## src/rtl/jogo_memoria_pkg.sv

```systemverilog
// Shared constants for the memory game core: state encoding, config bits
// and a counter width helper.
package jogo_memoria_pkg;

  localparam logic [4:0] INICIAL        = 5'd0;
  localparam logic [4:0] PREPARA        = 5'd1;
  localparam logic [4:0] MOSTRA_LED     = 5'd3;
  localparam logic [4:0] MOSTRA_APAGADO = 5'd5;
  localparam logic [4:0] ESPERA_JOGADA  = 5'd7;
  localparam logic [4:0] COMPARA        = 5'd8;
  localparam logic [4:0] FIM_RODADA     = 5'd9;
  localparam logic [4:0] ESPERA_ESCRITA = 5'd10;
  localparam logic [4:0] FIM_ACERTO     = 5'd14;
  localparam logic [4:0] FIM_TIMEOUT    = 5'd15;
  localparam logic [4:0] FIM_ERRO       = 5'd16;

  // configuracao bit positions
  localparam int CFG_DEMO    = 0;
  localparam int CFG_TIMEOUT = 1;
  localparam int CFG_ESCRITA = 2;

  // Bits needed to hold values 0..fim (at least one bit).
  function automatic int largura(input int fim);
    return (fim < 1) ? 1 : $clog2(fim + 1);
  endfunction

endpackage

```

## src/rtl/contador_limite.sv

```systemverilog
// Up counter with clear/increment that saturates at FIM and flags it.
// Clear together with increment restarts the count at 1.
module contador_limite
  import jogo_memoria_pkg::*;
#(
  parameter int FIM = 1,
  parameter int W   = largura(FIM)
) (
  input  logic         clock,
  input  logic         reset,
  input  logic         i_clr,
  input  logic         i_inc,
  output logic [W-1:0] o_q,
  output logic         o_fim
);

  assign o_fim = (o_q == W'(FIM));

  // count register: clear has priority, never counts past the terminal
  always_ff @(posedge clock) begin
    if (reset)                o_q <= '0;
    else if (i_clr)           o_q <= W'(i_inc);
    else if (i_inc && !o_fim) o_q <= o_q + 1'b1;
  end

endmodule

```

## src/rtl/jogo_memoria_parametrizado.sv

```systemverilog
// Simon-style sequence engine: replays the stored sequence on leds, checks
// player presses, optional per-press timeout and optional append mode.
module jogo_memoria_parametrizado
  import jogo_memoria_pkg::*;
#(
  parameter int NUM_BOTOES  = 4,
  parameter int PROF        = 16,
  parameter int LIMITE_DEMO = 4,
  parameter int T_LED       = 500,
  parameter int T_APAGADO   = 250,
  parameter int T_TIMEOUT   = 5000
) (
  input  logic                      clock,
  input  logic                      reset,
  input  logic                      jogar,
  input  logic [2:0]                configuracao,
  input  logic [NUM_BOTOES-1:0]     botoes,
  input  logic                      carga_we,
  input  logic [$clog2(PROF)-1:0]   carga_end,
  input  logic [NUM_BOTOES-1:0]     carga_dado,
  output logic [NUM_BOTOES-1:0]     leds,
  output logic                      pronto,
  output logic                      ganhou,
  output logic                      perdeu,
  output logic                      timeout,
  output logic [$clog2(PROF+1)-1:0] rodada,
  output logic [4:0]                db_estado
);

  localparam int AW = largura(PROF - 1);
  localparam int RW = largura(PROF);

  logic [4:0]            r_estado;
  logic [NUM_BOTOES-1:0] r_mem [PROF];
  logic [2:0]            r_cfg;
  logic                  r_bot_ant;
  logic                  r_eco;
  logic [NUM_BOTOES-1:0] r_jogada;

  logic [AW-1:0] w_end;
  logic [RW-1:0] w_rod;
  logic [RW-1:0] w_limite;
  logic          w_led_fim, w_apag_fim, w_to_fim, w_rod_fim;
  logic          w_unused_end_fim;
  logic [largura(T_LED-1)-1:0]     w_unused_q_led;
  logic [largura(T_APAGADO-1)-1:0] w_unused_q_apag;
  logic [largura(T_TIMEOUT-1)-1:0] w_unused_q_to;
  logic w_final, w_inicia, w_borda, w_unico, w_ultimo, w_igual;
  logic w_aceita_jog, w_aceita_esc, w_espera, w_avanca;
  logic w_end_clr, w_end_inc, w_rod_inc;

  assign w_final  = (r_estado == FIM_ACERTO) || (r_estado == FIM_TIMEOUT) ||
                    (r_estado == FIM_ERRO);
  assign w_inicia = jogar && ((r_estado == INICIAL) || w_final);
  assign w_limite = r_cfg[CFG_DEMO] ? RW'(LIMITE_DEMO) : RW'(PROF);
  // a press is a new rising edge of any button; holds never re-trigger
  assign w_borda  = (|botoes) && !r_bot_ant;
  assign w_unico  = (|botoes) && ((botoes & (botoes - 1'b1)) == '0);
  assign w_ultimo = ((RW'(w_end) + RW'(1)) == w_rod);
  assign w_igual  = (r_jogada == r_mem[w_end]);
  assign w_espera = (r_estado == ESPERA_JOGADA) || (r_estado == ESPERA_ESCRITA);
  assign w_aceita_jog = (r_estado == ESPERA_JOGADA) && w_borda;
  assign w_aceita_esc = (r_estado == ESPERA_ESCRITA) && w_borda && w_unico;
  // round finished without winning and without an append step
  assign w_avanca = (r_estado == FIM_RODADA) && (w_rod != w_limite) &&
                    !(r_cfg[CFG_ESCRITA] && !w_rod_fim);

  assign w_end_clr = (r_estado == PREPARA) ||
                     ((r_estado == MOSTRA_APAGADO) && w_apag_fim && w_ultimo);
  assign w_end_inc = ((r_estado == MOSTRA_APAGADO) && w_apag_fim && !w_ultimo) ||
                     ((r_estado == COMPARA) && w_igual && !w_ultimo);
  assign w_rod_inc = w_inicia || w_avanca || w_aceita_esc;

  contador_limite #(.FIM(T_LED - 1)) u_t_led (
    .clock(clock), .reset(reset),
    .i_clr(r_estado != MOSTRA_LED), .i_inc(r_estado == MOSTRA_LED),
    .o_q(w_unused_q_led), .o_fim(w_led_fim)
  );

  contador_limite #(.FIM(T_APAGADO - 1)) u_t_apagado (
    .clock(clock), .reset(reset),
    .i_clr(r_estado != MOSTRA_APAGADO), .i_inc(r_estado == MOSTRA_APAGADO),
    .o_q(w_unused_q_apag), .o_fim(w_apag_fim)
  );

  contador_limite #(.FIM(T_TIMEOUT - 1)) u_t_timeout (
    .clock(clock), .reset(reset),
    .i_clr(!w_espera || w_aceita_jog || w_aceita_esc), .i_inc(w_espera),
    .o_q(w_unused_q_to), .o_fim(w_to_fim)
  );

  contador_limite #(.FIM(PROF - 1)) u_end (
    .clock(clock), .reset(reset),
    .i_clr(w_end_clr), .i_inc(w_end_inc),
    .o_q(w_end), .o_fim(w_unused_end_fim)
  );

  // start clears and increments together so rodada restarts at 1
  contador_limite #(.FIM(PROF)) u_rodada (
    .clock(clock), .reset(reset),
    .i_clr(w_inicia), .i_inc(w_rod_inc),
    .o_q(w_rod), .o_fim(w_rod_fim)
  );

  // sequence memory: preload while idle, append in write mode; never reset
  always_ff @(posedge clock) begin
    if (!reset) begin
      if ((r_estado == INICIAL) && carga_we) r_mem[carga_end] <= carga_dado;
      else if (w_aceita_esc)                 r_mem[w_rod[AW-1:0]] <= botoes;
    end
  end

  // press capture, echo tracking and configuration latch
  always_ff @(posedge clock) begin
    if (reset) begin
      r_bot_ant <= 1'b0;
      r_eco     <= 1'b0;
      r_jogada  <= '0;
      r_cfg     <= '0;
    end else begin
      r_bot_ant <= |botoes;
      if (w_aceita_jog || w_aceita_esc) begin
        r_eco    <= 1'b1;
        r_jogada <= botoes;
      end else if (!(|botoes)) begin
        r_eco <= 1'b0;
      end
      if (w_inicia) r_cfg <= configuracao;
    end
  end

  // game FSM
  always_ff @(posedge clock) begin
    if (reset) begin
      r_estado <= INICIAL;
    end else begin
      case (r_estado)
        INICIAL:        if (jogar) r_estado <= PREPARA;
        PREPARA:        r_estado <= MOSTRA_LED;
        MOSTRA_LED:     if (w_led_fim) r_estado <= MOSTRA_APAGADO;
        MOSTRA_APAGADO: if (w_apag_fim) r_estado <= w_ultimo ? ESPERA_JOGADA : MOSTRA_LED;
        ESPERA_JOGADA: begin
          if (w_borda)                              r_estado <= COMPARA;
          else if (r_cfg[CFG_TIMEOUT] && w_to_fim) r_estado <= FIM_TIMEOUT;
        end
        COMPARA: begin
          if (!w_igual)      r_estado <= FIM_ERRO;
          else if (w_ultimo) r_estado <= FIM_RODADA;
          else               r_estado <= ESPERA_JOGADA;
        end
        FIM_RODADA: begin
          if (w_rod == w_limite)                    r_estado <= FIM_ACERTO;
          else if (r_cfg[CFG_ESCRITA] && !w_rod_fim) r_estado <= ESPERA_ESCRITA;
          else                                      r_estado <= PREPARA;
        end
        ESPERA_ESCRITA: begin
          if (w_aceita_esc)                        r_estado <= PREPARA;
          else if (r_cfg[CFG_TIMEOUT] && w_to_fim) r_estado <= FIM_TIMEOUT;
        end
        FIM_ACERTO, FIM_TIMEOUT, FIM_ERRO: if (jogar) r_estado <= PREPARA;
        default:        r_estado <= INICIAL;
      endcase
    end
  end

  // leds show the replayed entry, or echo the captured press until release
  always_comb begin
    leds = '0;
    case (r_estado)
      MOSTRA_LED: leds = r_mem[w_end];
      ESPERA_JOGADA, COMPARA, FIM_RODADA, ESPERA_ESCRITA:
        if (r_eco) leds = r_jogada;
      default: leds = '0;
    endcase
  end

  assign pronto    = w_final;
  assign ganhou    = (r_estado == FIM_ACERTO);
  assign perdeu    = (r_estado == FIM_ERRO) || (r_estado == FIM_TIMEOUT);
  assign timeout   = (r_estado == FIM_TIMEOUT);
  assign rodada    = w_rod;
  assign db_estado = r_estado;

endmodule

```

## config.mk

```make
export PLATFORM = sky130hd
export DESIGN_NAME = jogo_memoria_parametrizado
export DESIGN_NICKNAME = d
export VERILOG_FILES = /design/src/rtl/jogo_memoria_pkg.sv /design/src/rtl/contador_limite.sv /design/src/rtl/jogo_memoria_parametrizado.sv
export SDC_FILE = /design/constraint.sdc
export NUM_CORES = 1
export LEC_CHECK = 0
export BUFFER_PORTS_ARGS = -buffer_cell sky130_fd_sc_hd__buf_2
export CELL_PAD_IN_SITES_DETAIL_PLACEMENT = 1
export CELL_PAD_IN_SITES_GLOBAL_PLACEMENT = 2
export CORE_MARGIN = 2
export CORE_UTILIZATION = 36
export DETAILED_ROUTE_END_ITERATION = 16
export GPL_ROUTABILITY_DRIVEN = 0
export GPL_TIMING_DRIVEN = 0
export PLACE_DENSITY = 0.74
export SETUP_SLACK_MARGIN = 0.02
export SKIP_LAST_GASP = 1
export SYNTH_ARGS = -nofsm -noshare
export SYNTH_HDL_FRONTEND = slang
export SYNTH_SLANG_ARGS = --single-unit
```

## constraint.sdc

```tcl
create_clock -name clock -period 2.8 [get_ports clock]
set_input_delay 0.56 -clock clock [delete_from_list [all_inputs] [get_ports clock]]
set_output_delay 0.56 -clock clock [all_outputs]
set_load 0.05 [all_outputs]
```

After elaboration in Yosys (flattened, before gate mapping). Memory sizes are Yosys's and may differ from the RTL's. Index checks and enable logic that the tools add are counted.

Eq/ne operators: 25. Reduce and logical (&&, ||, !) cells: 59. Muxes and demuxes: 37. $add $sub $neg: 7. Bitwise logic cells: 1.

Operators with widths (count): two-way mux 5 bit (8); case mux 5 bit (8 select lines) (1); == test 5 x 4 -> 1 bit (second input constant) (5); two-way mux 4 bit (6); logical AND 1 bit (21); two-way mux 1 bit (20); OR reduction 4 bit (4); adder 13 x 1 -> 13 bit (second input constant) (1); == test 13 bit (second input constant) (1); logical OR 1 bit (12); == test 5 x 3 -> 1 bit (second input constant) (2); == test 5 bit (2); == test 5 bit (second input constant) (2); nonzero test 2 bit (5); OR reduction 2 bit (5); adder 9 x 1 -> 9 bit (second input constant) (1); == test 9 bit (second input constant) (1); logical NOT 1 bit (9); adder 8 x 1 -> 8 bit (second input constant) (1); == test 8 bit (second input constant) (1); case mux 4 bit (2 select lines) (1); adder 4 x 1 -> 5 bit (second input constant) (1); adder 5 x 1 -> 5 bit (second input constant) (1); == test 5 x 1 -> 1 bit (second input constant) (1); 15 further kinds (17).

Output and inout bits: 18. Memories: 1. Logic and storage cells: 145. Bits of input ports: 19. Memory bits (writable): 64. Register bits: 53.

Memory list: r_mem (depth 16, bits a word 4, rd ports 1, clocked after Yosys merged registers in 0, wr ports 1, RTL line jogo_memoria_parametrizado.sv:34) `logic [NUM_BOTOES-1:0] r_mem [PROF];`.

Logic depth before layout (Yosys ltp). Gate-level depths: netlist of run 1.

Depth in word-level cells: 11. Depth in mapped cells: 10.

Modules after synthesis. From an unflattened synthesis of run 1, not the netlist that was laid out.

Cells, all modules: 616. Area, all modules: 6323.6 um^2.

By module, submodules not included: jogo_memoria_parametrizado (times used 1, cells each 383, area an instance 4285.4 um^2, sequential area each 2202.1 um^2); contador_limite at u_t_timeout (times used 1, cells each 71, area an instance 639.4 um^2, sequential area each 260.2 um^2); contador_limite at u_t_led (times used 1, cells each 57, area an instance 479.2 um^2, sequential area each 180.2 um^2); contador_limite at u_t_apagado (times used 1, cells each 51, area an instance 440.4 um^2, sequential area each 160.2 um^2); contador_limite at u_rodada (times used 1, cells each 29, area an instance 269.0 um^2, sequential area each 100.1 um^2); contador_limite at u_end (times used 1, cells each 25, area an instance 210.2 um^2, sequential area each 80.1 um^2).

Worst setup path before layout of run 1. Ideal clock, no wire load.

Kind: register to output. Start point: register r_estado[0], in the netlist db_estado[0]. End point: output leds[2]. Data arrival time: 2503 ps. Setup slack: -263 ps. Stages on the path, launching flop included: 5. Required time: 2240 ps. Cells stage by stage: dfxtp_1 > clkbuf_1 > nor3b_1 > nand3_1 > o21ai_0.

Word-level cells in the longest chain between the ends: 3. Elaborated cells on any way between the ends: 7. Those cells by class: 5 x eq/ne; 1 x mux; 1 x reduce/logical.

RTL lines: start, declared (RTL line jogo_memoria_parametrizado.sv:33) `logic [4:0] r_estado;`; start signal, assigned (RTL line jogo_memoria_parametrizado.sv:141) `MOSTRA_APAGADO: if (w_apag_fim) r_estado <= w_ultimo ? ESPERA_JOGADA : MOSTRA_LED;`; == test 5 x 3 -> 1 bit or == test 5 x 4 -> 1 bit (tied branches) (RTL line jogo_memoria_parametrizado.sv:169) `case (r_estado)`; OR reduction 4 bit (RTL line jogo_memoria_parametrizado.sv:169); case mux 4 bit (2 select lines) * (RTL line jogo_memoria_parametrizado.sv:169); end, declared (RTL line jogo_memoria_parametrizado.sv:21) `output logic [NUM_BOTOES-1:0] leds,`.

Mark *: on every way between the ends. The rest lies on a longest branch, timed or not.

Worst setup path in the final report of run 1.
Start point: register u_end.o_q[0]. End point: output leds[3].

Word-level cells in the longest chain between the ends: 2.

RTL lines: start, declared (RTL line contador_limite.sv:13) `output logic [W-1:0] o_q,`; start signal, assigned (RTL line contador_limite.sv:22) `else if (i_clr) o_q <= W'(i_inc);`; start signal, assigned (RTL line contador_limite.sv:23) `else if (i_inc && !o_fim) o_q <= o_q + 1'b1;`; memory read (16 x 4 bit); case mux 4 bit (2 select lines) (RTL line jogo_memoria_parametrizado.sv:169).

Every way passes these cells.

==> results of run 1 <==
-- registers in the layout, summed over array words and instances (netlist names) --
register	flops
r_mem	64
u_t_timeout.o_q	13
u_t_led.o_q	9
u_t_apagado.o_q	8
db_estado	5
u_rodada.o_q	5
r_jogada	4
u_end.o_q	4
r_cfg	3
r_bot_ant	1
r_eco	1
-- logic make-up after synthesis --
family                   count (synthesis)
XOR/XNOR                                35
multiplexers                            43
buffers and inverters                   47
adder cells (fa/ha/maj)                  7
flip-flops                             117
AND/OR/NAND/NOR                        239
AO/OA/AOI/OAI                           77
-- where the power goes --
part / switching [mW] / total (mW) / leakage [nW] / internal (mW)
logic: 0.569 / 0.831 / 1.28 / 0.261
clock network: 0.885 / 2.31 / 0.299 / 1.43
registers: 0.0531 / 1.91 / 1.01 / 1.85
total: 1.51 / 5.05 / 2.59 / 3.54
-- final cells by class --
cell class / count / area, um^2 / share of cell area
Multi-Input combinational cell: 401 / 3100 / 0.411
Timing Repair Buffer: 49 / 322 / 0.0426
Inverter: 18 / 67.6 / 0.00896
Clock inverter: 14 / 188 / 0.0249
Clock buffer: 18 / 429 / 0.0569
Tap cell: 220 / 275 / 0.0365
Sequential cell: 117 / 2990 / 0.397
Buffer: 27 / 165 / 0.0219
-- repair_timing --
action | in CTS | in global routing
gates resized for setup | 82 | 33
cloned | 2 | 0
hold buffers | 0 | 0
setup buffers | 9 | 4
endpoints found under the setup margin | 153 | 154
pin swaps | 14 | 11
-- placed cells by master, fill, tap and decap left out, types with 7 or more instances in the layout --
| cell type | n |
|---|---|
| mux2_2 | 8 |
| a21oi_1 | 17 |
| nand3_1 | 28 |
| inv_6 | 7 |
| buf_2 | 32 |
| edfxtp_1 | 64 |
| xor2_1 | 16 |
| dfxtp_1 | 47 |
| buf_6 | 8 |
| mux4_2 | 15 |
| nand2b_1 | 13 |
| and3_1 | 13 |
| clkbuf_1 | 14 |
| nand2_1 | 40 |
| nor3_1 | 16 |
| mux2i_1 | 14 |
| nor2_1 | 61 |
| xnor2_1 | 19 |
| inv_1 | 17 |
| clkbuf_2 | 7 |
| o21ai_0 | 9 |
| ha_1 | 7 |
| buf_4 | 13 |
| nor2_4 | 16 |
| clkbuf_16 | 17 |
-- synthesized netlist by cell type (3+ instances only) --
master,n
a211oi_1,4
a21o_1,3
a21oi_1,18
a22o_1,5
a31oi_1,6
and3_1,13
buf_2,4
clkbuf_1,22
dfxtp_1,53
edfxtp_1,64
ha_1,7
inv_1,18
mux2_2,10
mux2i_1,18
mux4_1,11
mux4_2,4
nand2_1,44
nand2b_1,13
nand3_1,29
nand4_1,6
nor2_1,78
nor2b_1,6
nor3_1,20
nor3b_1,4
nor4_1,5
o21ai_0,12
or3_1,4
or4_1,4
xnor2_1,19
xor2_1,16
-- how the worst max path moves through the flow --
stage,start,end,slack [ps],cells after the start
after floorplan,db_estado[0],r_mem[10][0],-30,9
after global placement,botoes[0],r_mem[14][1],-600,9
after detailed placement,botoes[0],r_mem[14][1],-630,9
after CTS,u_end.o_q[0],leds[3],-200,5
after global routing,u_end.o_q[0],leds[3],-220,5
final,u_end.o_q[0],leds[3],-200,5
-- worst register-to-register path: cells and delay by family, from the launching register on --
family	cells	cell delay (ps)
flops	1	370
mux	3	1310
compound gates	2	530
buf+inv	2	310
xor+xnor	1	140
simple gates	1	180
-- layer usage --
| metal | wire (um) | share of wire | up-vias | track usage |
|---|---|---|---|---|
| met1 | 7580 | 0.44 | 2334 | 0.248 |
| met3 | 399 | 0.023 | 16 | 0.0387 |
| met2 | 9080 | 0.52 | 59 | 0.354 |
| met5 | 0 | 0 | - | 0 |
| li1 | - | - | 2215 | - |
| met4 | 258 | 0.015 | 0 | 0.0663 |
==> run_results.csv, run 1 <==
group,metric,value,unit
drt,dr.pass1.iters,4,
drt,postRouteAntennaNets,0,
global_route,grt_max_degree,17,
worst_setup_path,critical_path.reg2reg.endpoint,"u_end.o_q[3]",
worst_setup_path,cp_slowest_stage_delay,550,ps
placement,dp_slack,-631,ps
yosys,yosys.area.top_type,"edfxtp_1",
worst_setup_path,worst_r2r_path_depth,9,
yosys,seq_area_frac_synth,0.498,
pwr,p_leak,2.59,nW
timing,timing.fmax,334,MHz
clock_tree,clk_pin_slew,60,ps
layout,final_core_util,0.460,
placement,port_buffers,35,
global_route,grt_pass1_vias,4866,
global_route,track_usage,0.201,
layout,drive_above_1_share,0.281,
drt,drt_iter0_markers,245,
worst_setup_path,reg2reg_slack,-100,ps
worst_setup_path,crit_chain,"buf_8 > mux4_2 > mux4_2 > a22o_1 > buf_6",
layout,final_net_count,657,
yosys,synth_compound_area_frac,0.0925,
yosys,async_flop_share,0,
worst_setup_path,crit_required,2240,ps
drt,via_count,4624,
yosys,ys_seq_elements,117,
worst_setup_path,cp-end-kind,"primary output",
layout,diodes,0,
yosys,synth_area_per_cell,10.6,um^2
floorplan,die_w,133,um
worst_setup_path,crit_slowest_cell,"mux4_2",
timing,fin_skew,10.9,ps
floorplan,core_area,16400,um^2
floorplan,dieArea,17700,um^2
status,status,"finished with violations",
timing,fin_hold_ws,387,ps
clock_tree,cts_buffers,17,
hold_path,worstHoldEndpoint,"r_cfg[1]",
yosys,synth_ff_type,"edfxtp_1",
timing,finalCritPeriodShare,1.07,
clock_tree,root_buffer,"clkbuf_16",
global_route,grt_overflow,0,
yosys,yosys.area_share.xor_xnor,0.0511,
yosys,synth-simple-area-share,0.197,
timing,tns,-589,ps
yosys,synth_edf_count,64,
global_route,antenna_found_initial,0,
drt,vias_per_cell,5.35,
timing,finalSetupViolations,9,
clock_tree,cts_sinks,117,
clock_tree,insertion_delay,420,ps
placement,placedInstanceArea,6460,um^2
timing,rsz0062_at_grt,"true",
placement,dp.cells,820,
layout,fillers,1759,
drt,wirelength,17300,um
floorplan,row_count,47,
layout,fin_area,7540,um^2
timing,setup_ws,-196,ps
yosys,syn_inst,565,
clock_tree,cts_tree,"done",
yosys,synth_fa_ha_area_frac,0.0146,
drt,wire_per_inst,20.0,um
timing,worst_slew_pin_slew,743,ps
clock_tree,clock_path_buffers,2,
timing,finalCriticalPeriod,3000,ps
pwr,peakVddDrop,0.791,mV
yosys,synth_top_family_by_area,"simple AND/OR/NAND/NOR gates",
yosys,synth_top_area_share,0.321,
timing,finalHoldViolations,0,
hold_path,min-delay-start,"configuracao[1]",
worst_setup_path,cp.arrival,2440,ps
yosys,synth_mux_area_frac,0.112,
pwr,power.density,670,nW/um^2
yosys,syn_nets,591,
worst_setup_path,cp_top_family,"multiplexers",
floorplan,start_util,0.365,
worst_setup_path,r2r_start,"u_end.o_q[0]",
worst_setup_path,critPathBufInv,2,
hold_path,hold-path-cell-count,3,
timing,drv_slew,0,
worst_setup_path,path_class,"reg2out",
timing,maxSlewHeadroom,0.492,
global_route,grt_first_pass_wirelength,27100,um
placement,dp_hpwl,12100,um
clock_tree,cts_htree_levels,4,
job,maxCapViolations,0,
hold_path,worstHoldPathType,"in2reg",
pwr,total_power,5.05,mW
worst_setup_path,crit_fanout,5,
yosys,synth_area_leaders,"edfxtp_1 32%, dfxtp_1 18%, nor2_1 4.9%",
worst_setup_path,start_kind,"register",
yosys,synth_area,5990,um^2
yosys,yosys_warnings,0,
layout,syn_to_final_growth,25.8,%
floorplan,ios,37,
yosys,synth_cell_types,64,
floorplan,die_y,133,um
worst_setup_path,critPathMostFrequentCell,"mux4_2",
status,violations,"setup timing",
drt,drc,0,
layout,fin_cells,864,
Note: power is estimated with default switching activity, not from simulation.
==> inputs of run 2 (changes only) <==
ABC_AREA = 0   (was not set)
CORE_ASPECT_RATIO = 2   (was not set)
==> run_results.csv, run 2 (synthesized netlist as in run 1, its figures left out) <==
group,metric,value,unit
layout,reg_top3,"r_mem: 64 flops, u_t_timeout.o_q: 13 flops, u_t_led.o_q: 9 flops",
drt,vias_per_cell,5.50,
layout,final_cell_mix,"64 x edfxtp_1, 59 x nor2_1, 48 x dfxtp_1, 39 x nand2_1, 32 x buf_2",
layout,fin_cells,851,
global_route,grt_overflow,0,
worst_setup_path,cp.arrival,2430,ps
clock_tree,root_buffer,"clkbuf_16",
timing,worst_slew_pin_slew,966,ps
timing,finalCritPeriodShare,1.07,
drt,drc,0,
timing,finalCriticalPeriod,2990,ps
worst_setup_path,cp-end-kind,"primary output",
layout,largest_reg_flops,64,
floorplan,dieArea,17800,um^2
layout,drive_above_1_share,0.291,
layout,mostFrequentLayoutCell,"edfxtp_1",
status,status,"finished with violations",
timing,setup_ws,-189,ps
placement,dp_hpwl,13700,um
job,maxCapViolations,0,
floorplan,start_util,0.368,
drt,postRouteAntennaNets,0,
hold_path,worstHoldPathType,"in2reg",
clock_tree,clock_path_buffers,2,
floorplan,die_y,186,um
worst_setup_path,crit_required,2240,ps
timing,fin_skew,12.8,ps
timing,finalSetupViolations,9,
clock_tree,clk_pin_slew,60,ps
layout,syn_to_final_growth,27.8,%
floorplan,die_w,95.2,um
floorplan,core_area,16300,um^2
clock_tree,cts_sinks,117,
worst_setup_path,worst_r2r_path_depth,11,
hold_path,min-delay-start,"configuracao[1]",
timing,maxSlewHeadroom,0.350,
timing,timing.fmax,335,MHz
global_route,grt_first_pass_wirelength,28500,um
layout,diodes,0,
clock_tree,cts_tree,"done",
pwr,total_power,5.20,mW
global_route,track_usage,0.218,
drt,wire_per_inst,21.7,um
pwr,p_leak,2.61,nW
worst_setup_path,crit_fanout,4,
placement,port_buffers,35,
clock_tree,cts_buffers,17,
clock_tree,cts_htree_levels,4,
pwr,power.density,679,nW/um^2
global_route,grt_max_degree,17,
drt,via_count,4680,
hold_path,hold-path-cell-count,3,
timing,finalHoldViolations,0,
clock_tree,insertion_delay,440,ps
worst_setup_path,r2r_start,"u_end.o_q[0]",
global_route,grt_pass1_vias,5260,
worst_setup_path,path_class,"reg2out",
layout,top_register,"r_mem",
status,violations,"setup timing",
floorplan,row_count,66,
layout,final_net_count,660,
timing,tns,-774,ps
placement,dp.cells,804,
floorplan,ios,37,
pwr,peakVddDrop,0.535,mV
drt,dr.pass1.iters,4,
timing,drv_slew,0,
drt,drt_iter0_markers,143,
timing,rsz0062_at_grt,"true",
drt,wirelength,18500,um
timing,fin_hold_ws,380,ps
global_route,antenna_found_initial,0,
worst_setup_path,startpoint,"u_end.o_q[0]",
worst_setup_path,start_kind,"register",
[run 2: final cells by class]
type,count,area (um^2)
clock buffer,18,439
clock inverter,14,226
tap,204,255
multi-input combinational,401,3130
sequential,117,2990
buffer,27,179
inverter,18,71.3
fill,1753,8610
timing repair buffer,52,369
[run 2: metal layers]
layer,up-vias,share of wire,global-route usage
li1,2217,-,-
met1,2354,0.31,0.190
met2,66,0.61,0.427
met3,43,0.020,0.0388
met4,0,0.054,0.138
met5,-,0,0
[run 2: metrics by stage]
stage	setup slack (ps)	utilization	cell area, um^2
after global placement	-996	0.396	6440
after floorplan	-34.0	-	6010
after CTS	-210	0.462	7520
after global routing	-241	0.471	7660
after detailed placement	-1030	0.396	6440
final	-189	0.471	7660
[run 2: path summary, 6_finish.rpt]
kind                        to  slack [ps]
hold / removal        r_cfg[1]         380
hold reg to reg          r_eco         480
setup / recovery       leds[3]        -190
setup reg to reg  db_estado[2]         -70
[run 2: timing repair]
item                                    4_1_cts  5_1_grt
gates cloned                                  1        2
endpoints found under the setup margin      156       80
pin swaps                                    14        9
endpoints found under the hold margin         0        0
buffers inserted                             11        3
resized for setup                            92       26
hold buffers                                  0        0
[run 2: critical path: stages (launching register included)]
cell and delay (ps):
dfxtp_4 380, clkbuf_16 160, mux4_2 510, mux4_2 510, a22o_1 270, buf_6 160
[run 2: where the power goes]
| part | leakage, nW | internal [mW] | switching (mW) |
|---|---|---|---|
| clock | 0.317 | 1.61 | 0.854 |
| combinational | 1.29 | 0.262 | 0.566 |
| sequential | 1.01 | 1.85 | 0.0524 |
